==> src/rtl/stack_host_driver.sv <==
// Initiator for the 8-bit push/pop stack pin protocol: turns single-word push/pop
// commands into the strobe/bus/done sequence and tracks stack occupancy locally.
module stack_host_driver #(
  parameter int WIDTH   = 8,
  parameter int DEPTH   = 16,
  parameter int SETTLE  = 2,
  parameter int TIMEOUT = 64
) (
  input  logic                       clk,
  input  logic                       rst,
  input  logic                       cmd_valid,
  output logic                       cmd_ready,
  input  logic                       cmd_op,
  input  logic [WIDTH-1:0]           cmd_wdata,
  output logic                       rsp_valid,
  output logic [WIDTH-1:0]           rsp_rdata,
  output logic [1:0]                 rsp_err,
  output logic                       stk_push,
  output logic                       stk_pop,
  output logic [WIDTH-1:0]           stk_data_out,
  output logic [WIDTH-1:0]           stk_data_oe,
  input  logic [WIDTH-1:0]           stk_data_in,
  input  logic                       stk_done,
  output logic [$clog2(DEPTH+1)-1:0] level
);

  localparam int LW = $clog2(DEPTH + 1);
  localparam int CW = $clog2(TIMEOUT + 1);

  localparam logic [1:0] ERR_OK    = 2'b00;
  localparam logic [1:0] ERR_OVF   = 2'b01;
  localparam logic [1:0] ERR_UNF   = 2'b10;
  localparam logic [1:0] ERR_TMOUT = 2'b11;

  typedef enum logic [2:0] {IDLE, SETUP, STROBE, WAIT, RESP} state_t;

  state_t           state_reg, state_next;
  logic             op_reg, op_next;
  logic [WIDTH-1:0] data_reg, data_next;
  logic [CW-1:0]    cnt_reg, cnt_next;
  logic [LW-1:0]    level_reg, level_next;
  logic [WIDTH-1:0] rdata_reg, rdata_next;
  logic [1:0]       err_reg, err_next;
  logic             drive;

  always_ff @(posedge clk or posedge rst) begin
    if (rst) begin
      state_reg <= IDLE;
      op_reg    <= 1'b0;
      data_reg  <= '0;
      cnt_reg   <= '0;
      level_reg <= '0;
      rdata_reg <= '0;
      err_reg   <= ERR_OK;
    end else begin
      state_reg <= state_next;
      op_reg    <= op_next;
      data_reg  <= data_next;
      cnt_reg   <= cnt_next;
      level_reg <= level_next;
      rdata_reg <= rdata_next;
      err_reg   <= err_next;
    end
  end

  always_comb begin
    state_next = state_reg;
    op_next    = op_reg;
    data_next  = data_reg;
    cnt_next   = cnt_reg;
    level_next = level_reg;
    rdata_next = rdata_reg;
    err_next   = err_reg;
    case (state_reg)
      IDLE: begin
        if (cmd_valid) begin
          op_next   = cmd_op;
          data_next = cmd_wdata;
          // Full/empty is known locally, so bad commands never touch the pins
          if (!cmd_op && level_reg == LW'(DEPTH)) begin
            state_next = RESP;
            err_next   = ERR_OVF;
            rdata_next = '0;
          end else if (cmd_op && level_reg == '0) begin
            state_next = RESP;
            err_next   = ERR_UNF;
            rdata_next = '0;
          end else begin
            state_next = SETUP;
          end
        end
      end
      SETUP:  state_next = STROBE;
      STROBE: begin
        state_next = WAIT;
        cnt_next   = '0;
      end
      WAIT: begin
        cnt_next = cnt_reg + CW'(1);
        // stk_done may still show the previous idle level right after the strobe
        if (cnt_reg >= CW'(SETTLE) && stk_done) begin
          state_next = RESP;
          err_next   = ERR_OK;
          rdata_next = op_reg ? stk_data_in : '0;
          level_next = op_reg ? level_reg - LW'(1) : level_reg + LW'(1);
        end else if (cnt_reg == CW'(TIMEOUT - 1)) begin
          state_next = RESP;
          err_next   = ERR_TMOUT;
          rdata_next = '0;
        end
      end
      RESP:    state_next = IDLE;
      default: state_next = IDLE;
    endcase
  end

  assign drive = !op_reg && (state_reg == SETUP || state_reg == STROBE || state_reg == WAIT);

  genvar gi;
  generate
    for (gi = 0; gi < WIDTH; gi++) begin : g_bus
      assign stk_data_oe[gi]  = drive;
      assign stk_data_out[gi] = drive & data_reg[gi];
    end
  endgenerate

  assign cmd_ready = (state_reg == IDLE);
  assign rsp_valid = (state_reg == RESP);
  assign stk_push  = (state_reg == STROBE) && !op_reg;
  assign stk_pop   = (state_reg == STROBE) && op_reg;
  assign rsp_rdata = rdata_reg;
  assign rsp_err   = err_reg;
  assign level     = level_reg;

endmodule

==> config.mk <==
export PLATFORM = sky130hd
export DESIGN_NAME = stack_host_driver
export DESIGN_NICKNAME = d
export VERILOG_FILES = /design/src/rtl/stack_host_driver.sv
export SDC_FILE = /design/constraint.sdc
export NUM_CORES = 1
export LEC_CHECK = 0
export ABC_CLOCK_PERIOD_IN_PS = 2430
export BUFFER_PORTS_ARGS = -buffer_cell sky130_fd_sc_hd__clkbuf_2
export CAP_MARGIN = 0
export CORE_AREA = 3 3 76 78
export CTS_CLUSTER_DIAMETER = 100
export DETAILED_ROUTE_END_ITERATION = 10
export DIE_AREA = 0 0 79 81
export SKIP_CTS_REPAIR_TIMING = 1
export SLEW_MARGIN = 15
export SYNTH_ARGS = -nofsm -noshare
export SYNTH_HDL_FRONTEND = slang
export SYNTH_SLANG_ARGS = --single-unit
==> constraint.sdc <==
create_clock -name clk -period 2.43 [get_ports clk]
set_input_delay 0.486 -clock clk [delete_from_list [all_inputs] [get_ports clk]]
set_output_delay 0.486 -clock clk [all_outputs]
set_load 0.05 [all_outputs]
==> results of run 1 <==
-- Yosys cell counts (all sizes together) --
master  instances  share of area
nor3            8          0.026
inv            10          0.021
and2           12          0.043
nor2b           1         0.0035
nand3           3         0.0085
o22ai           2         0.0071
or2b            1         0.0043
buf            10          0.043
clkbuf          3         0.0064
o21ai          11          0.033
nor2            5          0.012
ha              5          0.035
or2             1         0.0035
xor2            1         0.0050
dfrtp          34           0.48
mux2           11          0.070
o41ai           1          0.016
and3            1         0.0043
fa              1          0.011
a21o            2         0.0085
a22o            8          0.045
mux2i           1         0.0057
nor4            1         0.0035
nand2           8          0.017
nand3b          2         0.0085
a21oi           8          0.023
xnor2           5          0.025
o311ai          1         0.0050
o21a            2         0.0085
o21bai          1         0.0043
or4             2          0.011
-- worst max-delay path, cell delays in order (launching register included) --
cell      delay (ns)
dfrtp_1         0.46
ha_1            0.21
or4_4           0.43
o41ai_4         0.31
o311ai_1        0.23
o21ai_2         0.11
buf_4           0.19
mux2i_1         0.20
-- cells by family (layout without fill, tap and decap cells) --
kind of cell / count (synthesis) / after routing
XOR/XNOR: 6 / 6
AO/OA/AOI/OAI: 36 / 36
flip-flops: 34 / 34
adder cells (fa/ha/maj): 6 / 6
buffers and inverters: 23 / 80
multiplexers: 12 / 12
AND/OR/NAND/NOR: 45 / 45
-- through the flow --
step / hold slack (ns) / instances / setup slack [ns] / instance area (µm²)
6_report: 0.2672 / 289 / 0.2110 / 2325
5_1_grt: 0.3188 / 289 / 0.02524 / 2325
4_1_cts: 0.2820 / 289 / 0.1933 / 2325
3_5_place_dp: 0.4845 / 281 / 0.2283 / 2218
3_3_place_gp: 0.4805 / 281 / 0.2768 / 2218
2_1_floorplan: 0.4721 / 162 / 0.02394 / 1770
-- final cells by class --
class | instances | share of cell area
inverters | 10 | 0.01615
well taps | 70 | 0.03767
repair buffers | 62 | 0.1927
multi-input cells | 105 | 0.3418
clock buffers | 7 | 0.03283
clock inverters | 1 | 0.01292
flip-flops and latches | 34 | 0.3660
-- worst max-delay path by stage --
stage,depth (start not counted),startpoint,to
detailed placement,7,cnt_reg[1],rsp_err[1]
global placement,6,cnt_reg[1],rsp_err[0]
global route,8,cnt_reg[0],rsp_err[1]
finish,7,cnt_reg[1],rsp_err[1]
floorplan,3,state_reg[2],stk_pop
CTS,7,cnt_reg[1],rsp_err[1]
-- cell usage in the layout, fill, tap and decap left out, drive strengths merged --
cell    netlist  routed
a21o          2       2
a21oi         8       8
a22o          8       8
and2         12      12
and3          1       1
buf          10      15
bufinv        0       1
clkbuf        3      54
dfrtp        34      34
fa            1       1
ha            5       5
inv          10      10
mux2         11      11
mux2i         1       1
nand2         8       8
nand3         3       3
nand3b        2       2
nor2          5       5
nor2b         1       1
nor3          8       8
nor4          1       1
o21a          2       2
o21ai        11      11
o21bai        1       1
o22ai         2       2
o311ai        1       1
o41ai         1       1
or2           1       1
or2b          1       1
or4           2       2
xnor2         5       5
xor2          1       1
-- routing by layer --
layer | track usage | part of all wire
met3 | 0.03991 | 0.065
met4 | 0.05842 | 0.013
met1 | 0.1661 | 0.46
met2 | 0.2029 | 0.46
met5 | 0 | 0
==> results.py, run 1 <==
metrics = {
    "synthesis": {
        "yosysWarnings": 0,
        "syn_inst": 162,
        "syn-cell-area_um2": 1765,
        "synthAdderAreaFrac": 0.04678,
        "synth_xor_area_frac": 0.02977,
        "avgSynthCellArea_um2": 10.90,
        "synth_top_family_by_area": "compound AO/OA/AOI/OAI gates",
        "ys_ff_latch": 34,
        "synthSimpleGateAreaFrac": 0.1446,
        "synth_cell_type_count": 38,
        "yosysSeqAreaShare": 0.4819,
        "synthesis.nets": 189,
        "synth_compound_area_frac": 0.1502,
        "synthMuxAreaShare": 0.07583,
    },
    "timing": {
        "slew_headroom": 0.6406,
        "tightest_slew_ns": 0.5362,
        "finalMaxSlewViolations": 0,
        "finalSetupViolCount": 0,
        "final-hold-violation-count": 0,
        "fin_crit_sh": 0.9132,
        "min_period_ns": 2.219,
        "grt_setup_unrepaired": "no",
        "finClkSkew_ns": 0.006967,
        "fmax_mhz": 450.6,
        "finalSetupTns_ns": 0,
    },
    "final_layout": {
        "nNetsFinal": 245,
        "antennaDiodeCount": 0,
        "multi_input_area_um2": 794.5,
        "syn_to_final_growth_pct": 31.68,
        "final_util": 0.4523,
        "drive_gt1_frac": 0.4384,
        "seq_area_um2": 850.8,
        "nFillCells": 508,
    },
    "cts": {
        "clkLatencyLatePin_ns": 0.28,
        "cts_tree": "done",
        "clockRootBuffer": "clkbuf_8",
        "cts.sinks": 34,
        "cts_made_buffers": 5,
        "cts.clk_slew.worst_paths_ns": 0.07,
        "clock_path_buffers": 2,
        "htree_levels": 2,
    },
    "worst_setup_path": {
        "end_kind": "flip-flop",
        "cp.arrival_ns": 2.42,
        "r2r-end": "rsp_err[1]",
        "reg2reg_depth": 7,
        "critPathLaunchType": "flip-flop",
        "r2r_start": "cnt_reg[1]",
        "path_max_fanout": 10,
        "cp.required_ns": 2.63,
        "r2r_slack_ns": 0.21,
        "worstSetupPathType": "reg2reg",
    },
    "global_routing": {
        "first_global_vias": 1366,
        "track_usage": 0.1299,
        "grt_max_degree": 35,
        "antenna_found_initial": 0,
        "grt_pass1_wl_um": 6479,
        "grt_overflow": 0,
    },
    "place": {
        "dp_hpwl_um": 2734,
        "finalWeightedCongestion": 0.7826,
        "port-buffer-count": 55,
    },
    "route": {
        "drt-vias-per-instance": 4.640,
        "dr.first_iter.drc_count": 70,
        "drtAntennaViolNets": 0,
        "routed_wl_um": 3653,
        "vias": 1341,
        "drc_errors": 0,
        "drt-pass1-iter-count": 4,
        "wire_per_inst_um": 12.64,
    },
    "die": {
        "die_w_um": 79,
        "ios": 56,
        "die_area_um2": 6399,
        "coreArea_um2": 5140,
        "initial_core_util": 0.3435,
        "die_height_um": 81,
        "rows": 26,
    },
    "hold_path": {
        "min_path_type": "in2async",
    },
    "status": {
        "status": "completed",
    },
    "job": {
        "drv_cap": 0,
    },
}
Power of run 1 is left out: the tool's default activity adds up to more than one toggle a clock period on the data nets, which glitch-free logic cannot reach.
==> run 2: changes to the inputs <==
- CORE_AREA: 3 3 76 78 -> 3 3 79 74
- CTS_BUF_LIST: not set -> sky130_fd_sc_hd__clkbuf_16
- DIE_AREA: 0 0 79 81 -> 0 0 82 77
- GPL_TIMING_DRIVEN: not set -> 0
==> run 2 against run 1 <==
Sequential cell count unchanged. Wire length decreased by 1.3%. Utilization decreased by 0.81 points. Hold slack improved by 0.046 ns. Critical path depth unchanged. Setup slack got worse by 0.049 ns. Sequential share of layout area increased by 0.74 points. Clock-buffer cell count decreased by 2. Clock skew decreased by 0.0041 ns. Register-to-register slack got worse by 0.05 ns. First-iteration DRC count decreased by 41%. Final cell count increased by 1.0%. Critical path type unchanged.
==> results.py, run 2 (synthesis results as in run 1) <==
metrics = {
    "hold_path": {
        "min_path_type": "in2async",
    },
    "cts": {
        "clock_path_buffers": 2,
        "clockRootBuffer": "clkbuf_16",
        "cts_made_buffers": 5,
        "cts.clk_slew.worst_paths_ns": 0.05,
        "htree_levels": 2,
        "clkLatencyLatePin_ns": 0.27,
        "cts.sinks": 34,
        "cts_tree": "done",
    },
    "timing": {
        "finClkSkew_ns": 0.002895,
        "fin_crit_sh": 0.9333,
        "grt_setup_unrepaired": "no",
        "finalMaxSlewViolations": 0,
        "tightest_slew_ns": 0.7134,
        "finalSetupViolCount": 0,
        "slew_headroom": 0.5237,
        "fin_ws_ns": 0.1620,
        "fmax_mhz": 440.9,
        "final-hold-violation-count": 0,
        "min_period_ns": 2.268,
    },
    "global_routing": {
        "first_global_vias": 1287,
        "track_usage": 0.1242,
        "grt_overflow": 0,
        "grt_pass1_wl_um": 6065,
        "grt_max_degree": 35,
        "antenna_found_initial": 0,
    },
    "worst_setup_path": {
        "cp.required_ns": 2.58,
        "worstSetupPathType": "reg2reg",
        "crit_slowest_cell": "dfrtp_1",
        "end_kind": "flip-flop",
        "path_delay_family": "compound AO/OA/AOI/OAI gates",
        "path_max_fanout": 6,
        "cp_slowest_stage_delay_ns": 0.42,
        "r2r_slack_ns": 0.16,
        "critPathLaunchType": "flip-flop",
        "crit_buf_inv": 1,
        "cp.arrival_ns": 2.42,
        "path_cells": "inv_1, ha_1, or4_4, o41ai_4, o311ai_1, o21ai_2, mux2_2",
    },
    "die": {
        "die_height_um": 77,
        "die_w_um": 82,
        "die_area_um2": 6314,
        "initial_core_util": 0.3441,
        "ios": 56,
        "coreArea_um2": 5130,
        "rows": 25,
    },
    "status": {
        "status": "completed",
    },
    "route": {
        "drt-pass1-iter-count": 4,
        "dr.first_iter.drc_count": 41,
        "drtAntennaViolNets": 0,
        "drc_errors": 0,
        "routed_wl_um": 3607,
        "vias": 1363,
        "drt-vias-per-instance": 4.668,
        "wire_per_inst_um": 12.35,
    },
    "job": {
        "drv_cap": 0,
    },
    "place": {
        "port-buffer-count": 55,
        "dp_hpwl_um": 2671,
        "place_ws_ns": 0.1803,
        "finalWeightedCongestion": 0.7510,
    },
    "final_layout": {
        "final_cell_mix": "55 x clkbuf_2, 34 x dfrtp_1, 11 x and2_1, 11 x mux2_2",
        "syn_to_final_growth_pct": 29.06,
        "nNetsFinal": 251,
        "antennaDiodeCount": 0,
        "final_common_cell": "clkbuf_2",
        "nFillCells": 526,
        "drive_gt1_frac": 0.4489,
    },
}
[run 2: path summary, 6_finish.rpt]
path                                start            to  depth (start not counted)
max in group asynchronous             rst      level[4]                          2
hold / removal                        rst   data_reg[6]                          2
min in group clk           stk_data_in[1]  rsp_rdata[1]                          2
setup / recovery               cnt_reg[0]    rsp_err[0]                          7
hold reg to reg               data_reg[7]   data_reg[7]                          1
setup reg to reg               cnt_reg[0]    rsp_err[0]                          7
[run 2: per-stage QoR]
| stage | TNS, ns | hold slack (ns) | std cells | area, µm² | util |
|---|---|---|---|---|---|
| 6_report | 0 | 0.3137 | 292 | 2278 | 0.4441 |
| 5_1_grt | 0 | 0.3938 | 292 | 2278 | 0.4441 |
| 4_1_cts | -1.042 | 0.3476 | 292 | 2272 | 0.4429 |
| 3_5_place_dp | 0 | 0.4869 | 284 | 2135 | 0.4161 |
| 3_3_place_gp | -3.277 | 0.4802 | 284 | 2130 | 0.4151 |
| 2_1_floorplan | 0 | 0.4721 | 162 | 1770 | - |
[run 2: layout make-up]
cell class / instances / area (µm²) / area share
clock buffers: 5 / 125.1 / 0.05491
repair buffers: 55 / 275.3 / 0.1208
multi-input cells: 105 / 805.8 / 0.3537
plain buffers: 13 / 87.58 / 0.03844
flip-flops and latches: 34 / 850.8 / 0.3734
clock inverters: 3 / 12.51 / 0.005491
well taps: 67 / 83.83 / 0.03679
inverters: 10 / 37.54 / 0.01647
[run 2: routing by layer]
metal  share of wire  GRT usage  routed length [µm]
met1            0.48     0.1614                1721
met2            0.45     0.1987                1640
met3           0.057    0.03286                 206
met4           0.011    0.03987                  38
met5               0          0                   0
Power of run 2 is left out for the same reason.
